## config.mk

```make
export PLATFORM = sky130hd
export DESIGN_NAME = mem_port_arbiter
export DESIGN_NICKNAME = d
export VERILOG_FILES = /design/src/rtl/mem_arb_pkg.sv /design/src/rtl/mem_req_slot.sv /design/src/rtl/mem_port_arbiter.sv
export SDC_FILE = /design/constraint.sdc
export NUM_CORES = 1
export LEC_CHECK = 0
export CORE_AREA = 5 5 127 129
export DETAILED_ROUTE_END_ITERATION = 10
export DIE_AREA = 0 0 132 134
export PLACE_DENSITY = 0.89
export SLEW_MARGIN = 20
export SYNTH_ARGS = -nofsm -noshare
export SYNTH_HDL_FRONTEND = slang
export SYNTH_SLANG_ARGS = --single-unit
```

## constraint.sdc

```tcl
create_clock -name clk -period 2.7 [get_ports clk]
set_input_delay 0.54 -clock clk [delete_from_list [all_inputs] [get_ports clk]]
set_output_delay 0.54 -clock clk [all_outputs]
set_load 0.02 [all_outputs]
```

## src/rtl/mem_arb_pkg.sv

```systemverilog
// Shared types and defaults for the SDRAM command-port arbiter.
package mem_arb_pkg;

    localparam int unsigned ADDR_W_DEF = 19;
    localparam int unsigned DATA_W_DEF = 32;

    typedef enum logic [1:0] {
        IDLE    = 2'd0,
        ISSUE   = 2'd1,
        WAIT_RD = 2'd2
    } arb_state_e;

    typedef enum logic {
        WRITE = 1'b0,
        READ  = 1'b1
    } client_e;

endpackage

```

## src/rtl/mem_req_slot.sv

```systemverilog
// One-deep request holding slot: loads when free, clear has priority over load.
module mem_req_slot
    import mem_arb_pkg::*;
#(
    parameter int unsigned ADDR_W = ADDR_W_DEF,
    parameter int unsigned DATA_W = DATA_W_DEF
) (
    input  logic              clk_i,
    input  logic              rst_ni,
    input  logic              load_i,
    input  logic              clear_i,
    input  logic [ADDR_W-1:0] addr_i,
    input  logic [DATA_W-1:0] data_i,
    output logic              busy_o,
    output logic [ADDR_W-1:0] addr_o,
    output logic [DATA_W-1:0] data_o
);

    logic              busy_q, busy_d;
    logic [ADDR_W-1:0] addr_q, addr_d;
    logic [DATA_W-1:0] data_q, data_d;

    always_comb begin
        busy_d = busy_q;
        addr_d = addr_q;
        data_d = data_q;
        if (clear_i) begin
            busy_d = 1'b0;
        end else if (load_i && !busy_q) begin
            busy_d = 1'b1;
            addr_d = addr_i;
            data_d = data_i;
        end
    end

    always_ff @(posedge clk_i or negedge rst_ni) begin
        if (!rst_ni) begin
            busy_q <= 1'b0;
            addr_q <= '0;
            data_q <= '0;
        end else begin
            busy_q <= busy_d;
            addr_q <= addr_d;
            data_q <= data_d;
        end
    end

    assign busy_o = busy_q;
    assign addr_o = addr_q;
    assign data_o = data_q;

endmodule

```

## src/rtl/mem_port_arbiter.sv

```systemverilog
// Round-robin arbiter sharing one SDRAM command port between a write and a read client,
// with a bounded wait for read responses.
module mem_port_arbiter
    import mem_arb_pkg::*;
#(
    parameter int unsigned ADDR_W  = ADDR_W_DEF,
    parameter int unsigned DATA_W  = DATA_W_DEF,
    parameter int unsigned TIMEOUT = 255
) (
    input  logic              clk,
    input  logic              reset_n,
    input  logic              wr_req,
    input  logic [ADDR_W-1:0] wr_addr,
    input  logic [DATA_W-1:0] wr_data,
    output logic              wr_busy,
    output logic              wr_done,
    input  logic              rd_req,
    input  logic [ADDR_W-1:0] rd_addr,
    output logic              rd_busy,
    output logic              rd_done,
    output logic [DATA_W-1:0] rd_data,
    output logic              rd_err,
    output logic              cmd_valid,
    output logic              cmd_write,
    output logic [ADDR_W-1:0] cmd_addr,
    output logic [DATA_W-1:0] cmd_wdata,
    input  logic              cmd_ready,
    input  logic              rsp_valid,
    input  logic [DATA_W-1:0] rsp_data
);

    localparam int unsigned CNT_W = $clog2(TIMEOUT + 1);

    arb_state_e        state_q, state_d;
    client_e           last_q, last_d;
    client_e           grant_q, grant_d;
    logic              cmd_valid_q, cmd_valid_d;
    logic              cmd_write_q, cmd_write_d;
    logic [ADDR_W-1:0] cmd_addr_q, cmd_addr_d;
    logic [DATA_W-1:0] cmd_wdata_q, cmd_wdata_d;
    logic [CNT_W-1:0]  cnt_q, cnt_d;
    logic              wr_done_q, wr_done_d;
    logic              rd_done_q, rd_done_d;
    logic [DATA_W-1:0] rd_data_q, rd_data_d;
    logic              rd_err_q, rd_err_d;

    logic              wr_clear, rd_clear;
    logic              wr_full, rd_full;
    logic [ADDR_W-1:0] wr_slot_addr, rd_slot_addr;
    logic [DATA_W-1:0] wr_slot_data, rd_slot_data;

    mem_req_slot #(.ADDR_W(ADDR_W), .DATA_W(DATA_W)) u_wr_slot (
        .clk_i   (clk),
        .rst_ni  (reset_n),
        .load_i  (wr_req),
        .clear_i (wr_clear),
        .addr_i  (wr_addr),
        .data_i  (wr_data),
        .busy_o  (wr_full),
        .addr_o  (wr_slot_addr),
        .data_o  (wr_slot_data)
    );

    // Read slot carries no payload; its zero data field drives cmd_wdata on reads.
    mem_req_slot #(.ADDR_W(ADDR_W), .DATA_W(DATA_W)) u_rd_slot (
        .clk_i   (clk),
        .rst_ni  (reset_n),
        .load_i  (rd_req),
        .clear_i (rd_clear),
        .addr_i  (rd_addr),
        .data_i  ('0),
        .busy_o  (rd_full),
        .addr_o  (rd_slot_addr),
        .data_o  (rd_slot_data)
    );

    always_comb begin
        state_d     = state_q;
        last_d      = last_q;
        grant_d     = grant_q;
        cmd_valid_d = cmd_valid_q;
        cmd_write_d = cmd_write_q;
        cmd_addr_d  = cmd_addr_q;
        cmd_wdata_d = cmd_wdata_q;
        cnt_d       = cnt_q;
        wr_done_d   = 1'b0;
        rd_done_d   = 1'b0;
        rd_data_d   = rd_data_q;
        rd_err_d    = rd_err_q;
        wr_clear    = 1'b0;
        rd_clear    = 1'b0;

        case (state_q)
            IDLE: begin
                if (wr_full || rd_full) begin
                    if (wr_full && rd_full) begin
                        grant_d = (last_q == READ) ? WRITE : READ;
                    end else begin
                        grant_d = wr_full ? WRITE : READ;
                    end
                    last_d  = grant_d;
                    state_d = ISSUE;
                end
            end
            ISSUE: begin
                // Fields are captured once on entry, so they cannot move under backpressure.
                if (!cmd_valid_q) begin
                    cmd_valid_d = 1'b1;
                    cmd_write_d = (grant_q == WRITE);
                    cmd_addr_d  = (grant_q == WRITE) ? wr_slot_addr : rd_slot_addr;
                    cmd_wdata_d = (grant_q == WRITE) ? wr_slot_data : rd_slot_data;
                end else if (cmd_ready) begin
                    cmd_valid_d = 1'b0;
                    if (cmd_write_q) begin
                        wr_done_d = 1'b1;
                        wr_clear  = 1'b1;
                        state_d   = IDLE;
                    end else begin
                        cnt_d   = CNT_W'(TIMEOUT);
                        state_d = WAIT_RD;
                    end
                end
            end
            WAIT_RD: begin
                if (rsp_valid) begin
                    rd_data_d = rsp_data;
                    rd_done_d = 1'b1;
                    rd_clear  = 1'b1;
                    state_d   = IDLE;
                end else if (cnt_q == '0) begin
                    rd_data_d = '0;
                    rd_done_d = 1'b1;
                    rd_err_d  = 1'b1;
                    rd_clear  = 1'b1;
                    state_d   = IDLE;
                end else begin
                    cnt_d = cnt_q - CNT_W'(1);
                end
            end
            default: state_d = IDLE;
        endcase
    end

    always_ff @(posedge clk or negedge reset_n) begin
        if (!reset_n) begin
            state_q     <= IDLE;
            last_q      <= READ;
            grant_q     <= WRITE;
            cmd_valid_q <= 1'b0;
            cmd_write_q <= 1'b0;
            cmd_addr_q  <= '0;
            cmd_wdata_q <= '0;
            cnt_q       <= '0;
            wr_done_q   <= 1'b0;
            rd_done_q   <= 1'b0;
            rd_data_q   <= '0;
            rd_err_q    <= 1'b0;
        end else begin
            state_q     <= state_d;
            last_q      <= last_d;
            grant_q     <= grant_d;
            cmd_valid_q <= cmd_valid_d;
            cmd_write_q <= cmd_write_d;
            cmd_addr_q  <= cmd_addr_d;
            cmd_wdata_q <= cmd_wdata_d;
            cnt_q       <= cnt_d;
            wr_done_q   <= wr_done_d;
            rd_done_q   <= rd_done_d;
            rd_data_q   <= rd_data_d;
            rd_err_q    <= rd_err_d;
        end
    end

    assign wr_busy   = wr_full;
    assign rd_busy   = rd_full;
    assign wr_done   = wr_done_q;
    assign rd_done   = rd_done_q;
    assign rd_data   = rd_data_q;
    assign rd_err    = rd_err_q;
    assign cmd_valid = cmd_valid_q;
    assign cmd_write = cmd_write_q;
    assign cmd_addr  = cmd_addr_q;
    assign cmd_wdata = cmd_wdata_q;

endmodule

```

==> impl_results.md, run 1 <==
- CP Launch Type: flop
- M1 WL: 6.88 mm
- Fmax: 466 MHz
- Router iterations before antenna repair: 4
- Largest net degree at the start of global routing: 105
- Post-synthesis xor/xnor area fraction: 0.129%
- Crit-path cells: clkdlybuf4s50_1
- Leakage: 4.16 nW
- Share of layout cells above drive strength 1: 16.5%
- Hold WS: 131 ps
- Pins Over Slew Limit: 0
- Initial core utilization: 45.7%
- Post-synth EDFFs: 0
- VDD IR max: 0.000643 V
- Die Ht: 134 µm
- GRT Util Overall: 19.0%
- #FFs+latches synth: 172
- Top Family by Delay on Critical Path: buffers and inverters
- Ys async rst share: 100%
- I/O pin total: 198
- Max incr delay on CP: 670 ps
- Wire length on met3: 1.33 mm
- Htree depth: 4
- Post-synthesis mux area share: 14.5%
- Core Util, Final: 64.3%
- Final min period: 2150 ps
- Total CTS buffers: 17
- Die Area: 17700 µm²
- Slowest-stage cell, CP: clkdlybuf4s50_1
- Critical path endpoint category: output pin
- Mapped Cells: 527
- Sequential area share after synthesis: 63.2%
- Wire per inst: 17.6 µm
- Gr ovfl total: 0
- RSZ-0062 raised after global routing: no
- Clk_skew: 8.50 ps
- Clk_lat worst skew: 420 ps
- Port Buffers: 197
- Hold Crit Class: input port to asynchronous set/reset pin
- Setup_tns: 0 ps
- Layout fillers: 1100
- P&R area growth vs syn: 40.9%
- Sink Count: 172
- Final worst-path cycle share: 79.5%
- Total Wirelength: 16.2 mm
- # diodes: 0
- Power per Cell Area: 1140 nW/µm²
- Final Hold Viols: 0
- Complex-gate fraction of the synthesized area: 10.6%
- CP bufs+invs: 1
- Cts repair resizes: 0
- Final setup viols: 0
- Most common flop cell mapped by yosys: dfrtp_1
- Row count: 45
- Die width: 132 µm
- Vias: 4774
- TritonCTS clock tree: built
- Simple logic cell fraction of the synthesized area: 8.59%
- Core area: 14900 µm²
- Vias per cell: 5.18
- Post-synth net total: 637
- Post-DRT Antenna Nets: 0
- Synthesized cell area: 6810 µm²
- MaxCap Viol Count: 0
- Main combinational cell family by area after synthesis: multiplexers
- Gpl congestion: 0.757
- Uppermost layer routed: met4
- Synth Area per Inst: 12.9 µm²
- Worst slew margin: 35.9%
- Initial DRC Count: 206
- Post-DP HPWL: 11.4 mm
- YS warnings: 0
- Reg clk slew, reported paths: 60 ps
- Final nets: 832
- Critical path class: flop to output pin
- Root Buffer: clkbuf_16
- Initial antenna violation count: 0
- WP data arrival: 1610 ps
- Met2 WL: 7.72 mm
- Hold-fix buffers, CTS: 0
- Worst-Margin Slew: 961 ps
- Synth Area in Adders: 0.367%
- Worst path required time: 2160 ps
- # DRC: 0
- Status: finished, final reports clean
- CP Max Fanout: 7
- Setup repair bufs after CTS: 0
- First-pass GRT wire length: 26.9 mm
- Unique masters post-synth: 36
- Number of global-route vias before repair: 5204
- Clock tree buffer depth: 2
cell type report:
type | count | area (µm²) | area share [%]
clock inverter | 8 | 108 | 1.12
tap | 188 | 235 | 2.45
inverter | 6 | 22.5 | 0.235
clock buffer | 23 | 488 | 5.08
sequential | 172 | 4310 | 44.9
timing repair buffer | 208 | 2090 | 21.8
multi-input combinational | 317 | 2340 | 24.4
sequential cells by signal, indices dropped and copies added, names as in the netlist:
name and flops:
u_rd_slot.addr_o 19, rd_err 1, rd_data 32, u_wr_slot.data_o 32
u_rd_slot.busy_o 1, wr_done 1, u_wr_slot.addr_o 19, rd_done 1
grant_q 1, cmd_valid 1, u_wr_slot.busy_o 1, cnt_q 8
cmd_wdata 32, cmd_addr 19, cmd_write 1, last_q 1
state_q 2
path summary, 6_finish.rpt:
path                                  startpoint                  end  slack [ps]  depth (start not counted)
worst max-delay path            u_wr_slot.busy_o              wr_busy         550                          1
worst min-delay path                     reset_n        cmd_wdata[19]         130                          1
worst max register to register          cnt_q[0]  u_rd_slot.addr_o[1]         580                          7
worst min register to register            rd_err               rd_err         470                          1
max in group asynchronous                reset_n  u_wr_slot.addr_o[8]        1850                          2
min in group clk                          rd_err               rd_err         470                          1
metal layers:
metal	up-vias	global-route usage, %
li1	2224	-
met3	20	7.31
met5	-	0
met2	186	30.6
met4	0	6.63
met1	2344	23.6
power breakdown:
part	total (mW)	leakage [nW]	internal (mW)	switching [mW]
registers	4.47	2.11	3.70	0.768
logic	4.07	1.76	2.18	1.89
clock network	2.44	0.290	1.46	0.980
total	11.0	4.16	7.34	3.64
synth_stat cells (2+ instances only):
cell type / count / area, µm²
inv_1: 6 / 22.5
nand2b_1: 34 / 213
nor3_1: 4 / 20.0
mux2i_1: 20 / 200
buf_6: 4 / 45.0
o21ai_0: 56 / 280
nor2b_1: 2 / 12.5
ha_1: 2 / 25.0
nor2_1: 9 / 33.8
o21a_1: 6 / 45.0
clkbuf_1: 22 / 82.6
buf_2: 6 / 30.0
mux2_2: 70 / 788
nand2_1: 54 / 203
dfrtp_1: 171 / 4280
and3_1: 3 / 18.8
a22o_1: 32 / 280
a21oi_1: 5 / 25.0
nor3b_1: 2 / 15.0
a2bb2oi_1: 2 / 17.5
a31oi_1: 2 / 12.5
stage by stage:
stage               instances  setup slack, ps  instance area (µm²)  total power, mW
floorplan                 527              770                 6810             6.73
global placement          891              482                 9000             8.39
detailed placement        891              434                 9000             8.60
CTS                       922              519                 9600             11.1
global route              922              418                 9600             11.6
finish                    922              555                 9600             11.0
kinds of logic (layout without fill, tap and decap cells):
logic type | count (synthesis) | in the layout
compound gates | 109 | 109
xor+xnor | 1 | 1
fa+ha+maj | 2 | 2
buf+inv | 38 | 245
flops | 172 | 172
mux | 90 | 90
simple gates | 115 | 115
placed cells by master, fill, tap and decap left out, types with 2 or more instances in the layout:
cell             synthesis  routed
a21oi_1                  5       5
a22o_1                  32      32
a2bb2oi_1                2       2
a31oi_1                  2       2
and3_1                   3       3
buf_12                   0       3
buf_4                    0       8
bufinv_16                0       2
clkbuf_1                22       2
clkbuf_16                0      17
clkbuf_8                 0       4
clkdlybuf4s50_1          0     196
clkinv_4                 0       2
dfrtp_1                171     170
ha_1                     2       2
inv_1                    6       6
inv_6                    0       2
mux2_2                  70      70
mux2i_1                 20      20
nand2_1                 54      54
nand2b_1                34      33
nor2_1                   9       8
nor2b_1                  2       2
nor3_1                   4       4
nor3b_1                  2       2
o21a_1                   6       6
o21ai_0                 56      56
Note: power is estimated with default switching activity, not from simulation.
==> inputs of run 2 (changes only) <==
CORE_AREA = 5 5 132 134   (was 5 5 127 129)
DIE_AREA = 0 0 137 139   (was 0 0 132 134)
PLACE_DENSITY = 0.87   (was 0.89)
clock period = 1.8 ns   (was 2.7 ns; I/O delays follow)
==> impl_results.md, run 2 (same netlist as run 1, synthesis figures left out) <==
- Final Hold Viols: 0
- RSZ-0062 raised after global routing: yes
- Worst-Margin Slew: 689 ps
- Worst slew margin: 53.7%
- Router iterations before antenna repair: 4
- Critical R2R Launch: cnt_q[6]
- Reg clk slew, reported paths: 70 ps
- Reg2Reg Depth: 5
- Share of layout cells above drive strength 1: 20.5%
- P&R area growth vs syn: 49.4%
- Commonest non-fill, non-tap cell in the layout: dfrtp_1
- Internal power: 10.9 mW
- Gpl congestion: 0.744
- Initial antenna violation count: 0
- Part of the power in combinational logic: 39.4%
- Sw frac: 34.4%
- Clock share of power: 21.6%
- Max incr delay on CP: 440 ps
- Fmax: 542 MHz
- Root Buffer: clkbuf_16
- Initial DRC Count: 283
- Number of global-route vias before repair: 5241
- MaxCap Viol Count: 0
- I/O pin total: 198
- Slowest-stage cell, CP: dfrtp_1
- Final min period: 1840 ps
- R2R setup slack: -40 ps
- VDD IR max: 0.00101 V
- Clk_skew: 8.80 ps
- Fin worst setup slack: -44.5 ps
- CP Launch Type: flop
- Port Buffers: 197
- TritonCTS clock tree: built
- # diodes: 0
- CP Launch Point: cnt_q[6]
- Critical path class: flop to flop
- Vias: 4928
- # DRC: 0
- Total Wirelength: 17.8 mm
- Net switching power: 5.73 mW
- Final nets: 857
- WP data arrival: 2160 ps
- Crit Reg-Reg Endpoint: rd_data[31]
- Final worst-path cycle share: 102%
- Hold Crit Class: input port to asynchronous set/reset pin
- Overall Power: 16.7 mW
- Leakage: 5.14 nW
- Htree depth: 4
- Largest net degree at the start of global routing: 105
- Post-DP HPWL: 11.4 mm
- Die Ht: 139 µm
- Die width: 137 µm
- Post-DRT Antenna Nets: 0
- Pins Over Slew Limit: 0
- Wire per inst: 18.1 µm
- Sink Count: 172
- Final setup viols: 38
- Clk_lat worst skew: 430 ps
- Critical path endpoint category: flop
- Most frequent cells in the layout: dfrtp_1, clkdlybuf4s50_1, mux2_2
- Vias per cell: 5.03
- Initial core utilization: 42.1%
- Clock tree buffer depth: 2
- Failing checks: negative setup slack
- Gr ovfl total: 0
- GRT Util Overall: 18.3%
- Die Area: 19000 µm²
- First-pass GRT wire length: 27.3 mm
- CP Max Fanout: 8
- Power per Cell Area: 1640 nW/µm²
- Status: finished with violations
- Total CTS buffers: 17
- Hold WS: 453 ps
- Crit-path cells: nor4_4, a21oi_2, or2_4, clkbuf_16, a22o_1
- Worst path required time: 2120 ps
- Core area: 16200 µm²
- Sequential power share: 39.0%
- Row count: 47
[run 2: changes by cell type in the layout (fill, tap and decap cells not counted), sizes merged, moves of 2 or more]
cell,change
clkdlybuf4s50,-64
dlymetal6s2s,+54
buf,+21
dlygate4sd2,+10
inv,+6
clkbuf,-3
clkinvlp,+2
[run 2: worst max-delay path: cells and delay by family, from the launching register on]
family | cells | cell delay, ps
simple gates | 2 | 730
flops | 1 | 440
compound gates | 2 | 380
buf+inv | 1 | 180
[run 2: power by group through the flow]
stage                     Combinational, mW  Clock [mW]  Sequential, mW
after global placement                 6.30           0            6.47
after global routing                   7.09        3.84            6.72
after detailed placement               6.52           0            6.54
after CTS                              6.56        3.66            6.51
final                                  6.56        3.59            6.50
after floorplan                        2.78           0            7.32
[run 2: area by class of cell]
| type | count | area, µm² |
|---|---|---|
| Clock buffer | 17 | 425 |
| Clock inverter | 15 | 156 |
| Fill cell | 1181 | 5990 |
| Inverter | 6 | 22.5 |
| Multi-Input combinational cell | 317 | 2410 |
| Sequential cell | 172 | 4310 |
| Tap cell | 220 | 275 |
| Timing Repair Buffer | 233 | 2580 |
[run 2: worst max-delay path by stage]
stage	cells past startpoint	to	slack (ps)
floorplan	5	u_rd_slot.addr_o[10]	-1
global placement	6	u_wr_slot.data_o[17]	-210
detailed placement	6	u_wr_slot.addr_o[10]	-310
CTS	1	cmd_wdata[28]	1
global route	5	rd_data[31]	-110
finish	5	rd_data[31]	-40
[run 2: what timing repair did]
action	4_1_cts	5_1_grt
setup endpoints to repair	61	121
pin swaps	1	14
endpoints found under the hold margin	38	0
hold buffers	1	0
cloned	1	4
setup buffers	2	4
resized for setup	15	67
[run 2: through the flow]
step	setup WS, ps	area, µm²	instances	TNS [ps]	util (%)
6_report	-44.5	10200	980	-766	62.9
5_1_grt	-110	10200	980	-3920	62.9
4_1_cts	1.14	9880	972	0	61.1
3_5_place_dp	-307	9250	936	-14550	57.2
3_3_place_gp	-212	9250	936	-9810	57.2
2_1_floorplan	-1.19	6830	527	-11.9	-
[run 2: layer usage]
metal / vias to the layer above / part of all wire (%) / track usage (%)
met3: 29 / 6.7 / 6.06
li1: 2282 / - / -
met5: - / 0 / 0
met4: 0 / 1.8 / 5.57
met2: 160 / 52 / 31.1
met1: 2457 / 39 / 21.9
==> inputs of run 3 (changes only) <==
CORE_AREA = 5 5 141 143   (was 5 5 132 134)
DIE_AREA = 0 0 146 148   (was 0 0 137 139)
SETUP_SLACK_MARGIN = 0.02   (was default)
SYNTH_HIERARCHICAL = 1   (was default)
==> impl_results.md, run 3 <==
- Mapped Cells: 597
- Final worst-path cycle share: 117%
- Most frequent cells after synthesis: dfrtp_1, mux2_2, nor2_1, a21oi_1, mux2i_1
- Area of placed instances: 10900 µm²
- Clock share of power: 21.2%
- Initial antenna violation count: 0
- Root Buffer: clkbuf_16
- Worst path required time: 2160 ps
- Most common flop cell mapped by yosys: dfrtp_1
- Sequential power share: 38.6%
- Die width: 146 µm
- Ys async rst share: 100%
- RSZ-0062 raised after global routing: yes
- Clk_lat worst skew: 490 ps
- Setup_tns: -19780 ps
- Gpl congestion: 0.769
- Pins Over Slew Limit: 0
- Die Area: 21600 µm²
- Unique masters post-synth: 39
- Wire per inst: 18.8 µm
- Final nets: 979
- Internal power: 13.9 mW
- Die Ht: 148 µm
- Core area: 18500 µm²
- # DRC: 0
- Synthesized cell area: 8180 µm²
- # diodes: 0
- Final Hold Viols: 0
- Status: finished with violations
- Final setup viols: 92
- Fmax: 476 MHz
- Post-synth top area cell: dfrtp_1
- Final instance area: 12000 µm²
- Top Family by Delay on Critical Path: simple AND/OR/NAND/NOR gates
- Initial core utilization: 44.3%
- Vias per cell: 5.12
- Main combinational cell family by area after synthesis: multiplexers
- Synth Area in Adders: 0.306%
- Core Util, Final: 64.9%
- CP bufs+invs: 2
- Sw frac: 33.9%
- Post-DRT Antenna Nets: 0
- Critical path endpoint category: flop
- Initial DRC Count: 189
- Slowest-stage cell, CP: or4_4
- I/O pin total: 198
- Largest net degree at the start of global routing: 59
- VDD IR max: 0.000942 V
- Overall Power: 21.0 mW
- Row count: 50
- GRT Util Overall: 18.5%
- Total Wirelength: 21.0 mm
- Crit-path cells: or4_4, nor4_4, o21ai_4, inv_4, nor3b_4, buf_12, mux2_4
- Post-DP HPWL: 12.9 mm
- Critical path class: flop to flop
- Post-synthesis xor/xnor area fraction: 0%
- Port Buffers: 197
- YS warnings: 6
- Clk_skew: 15.5 ps
- First-pass GRT wire length: 32.8 mm
- CP Launch Type: flop
- #FFs+latches synth: 204
- Fin worst setup slack: -299 ps
- Top cell type's share of synthesized area: 62.1%
- Net switching power: 7.11 mW
- Share of layout cells above drive strength 1: 24.0%
- P&R area growth vs syn: 46.4%
- Post-synthesis mux area share: 20.5%
- Max incr delay on CP: 560 ps
- Ranking of synthesized cells by area: dfrtp_1, mux2_2, mux2i_1
- Htree depth: 1
- Power per Cell Area: 1750 nW/µm²
- Simple logic cell fraction of the synthesized area: 4.80%
- CP Max Fanout: 28
- Leakage: 5.54 nW
- Commonest non-fill, non-tap cell in the layout: dfrtp_1
- Hold Crit Class: input port to asynchronous set/reset pin
- Clock tree buffer depth: 3
- Final min period: 2100 ps
- Part of the power in combinational logic: 40.2%
- Number of global-route vias before repair: 6179
- Hold WS: 394 ps
- Most frequent cell after synthesis: dfrtp_1
- WP data arrival: 2460 ps
- Most frequent cells in the layout: dfrtp_1, clkdlybuf4s50_1, dlygate4sd2_1
- Sequential area share after synthesis: 62.4%
- Gr ovfl total: 0
- Reg clk slew, reported paths: 60 ps
- Vias: 5723
- Post-synth EDFFs: 0
- Router iterations before antenna repair: 4
- Sink Count: 204
- Total CTS buffers: 21
- Failing checks: negative setup slack
- TritonCTS clock tree: built
- Complex-gate fraction of the synthesized area: 8.86%
- MaxCap Viol Count: 0
- Synth Area per Inst: 13.7 µm²
## run 3: cell types whose count changed after synthesis, sizes merged, moves of 33 or more
cell,change
nor2,+57
o21ai,-53
nand2,-51
a21oi,+48
mux2,+33
## run 3: layout make-up
type                    instances  area [µm²]
fillers                      1341        6480
clock inverters                 6        82.6
multi-input cells             380        3260
well taps                     234         293
inverters                       7        31.3
flip-flops and latches        204        5110
clock buffers                  31         633
repair buffers                255        2570
## run 3: through the flow
stage,std cells,setup WS [ps]
floorplan,628,-308
global placement,1061,-300
detailed placement,1061,-342
CTS,1110,-284
global route,1117,-372
finish,1117,-299
## run 3: repair_timing
item	in CTS	in global routing
setup buffers	7	4
hold buffers	1	0
hold endpoints to repair	43	0
pin swaps	2	2
endpoints found under the setup margin	186	141
gates resized for setup	110	48
cloned	4	3
## run 3: routing by layer
layer | vias up | routed length, µm | global-route usage [%]
met5 | - | 0 | 0
met2 | 180 | 10500 | 32.2
met1 | 2872 | 8670 | 23.5
met4 | 0 | 409 | 3.95
li1 | 2638 | - | -
met3 | 33 | 1460 | 4.87
## run 3: power groups by stage
| stage | clock [mW] | combinational [mW] | sequential [mW] |
|---|---|---|---|
| 6_report | 4.44 | 8.44 | 8.11 |
| 3_3_place_gp | 0 | 8.07 | 8.03 |
| 5_1_grt | 4.71 | 9.11 | 8.38 |
| 2_1_floorplan | 0 | 3.94 | 8.93 |
| 3_5_place_dp | 0 | 8.34 | 8.11 |
| 4_1_cts | 4.50 | 7.98 | 8.04 |
## run 3: logic make-up after synthesis
family | after synthesis
multiplexers | 154
adder cells (fa/ha/maj) | 2
flip-flops | 204
other | 1
buffers and inverters | 44
AND/OR/NAND/NOR | 85
AO/OA/AOI/OAI | 107
## run 3: path summary, 6_finish.rpt
kind	start	end	slack [ps]	cells past startpoint
worst min register to register	rd_err	rd_err	470	1
min in group clk	rd_err	rd_err	470	1
worst max register to register	cnt_q[6]	u_rd_slot/addr_o[18]	-300	7
worst min-delay path	reset_n	cmd_wdata[7]	390	2
max in group asynchronous	reset_n	u_rd_slot/addr_o[11]	770	3
worst max-delay path	cnt_q[6]	u_rd_slot/addr_o[18]	-300	7
## run 3: worst register-to-register path, cell delays in order, from the launching register on
cell and delay, ps:
dfrtp_1 380, or4_4 560, nor4_4 270, o21ai_4 120, inv_4 90, nor3b_4 50, buf_12 180, mux2_4 330
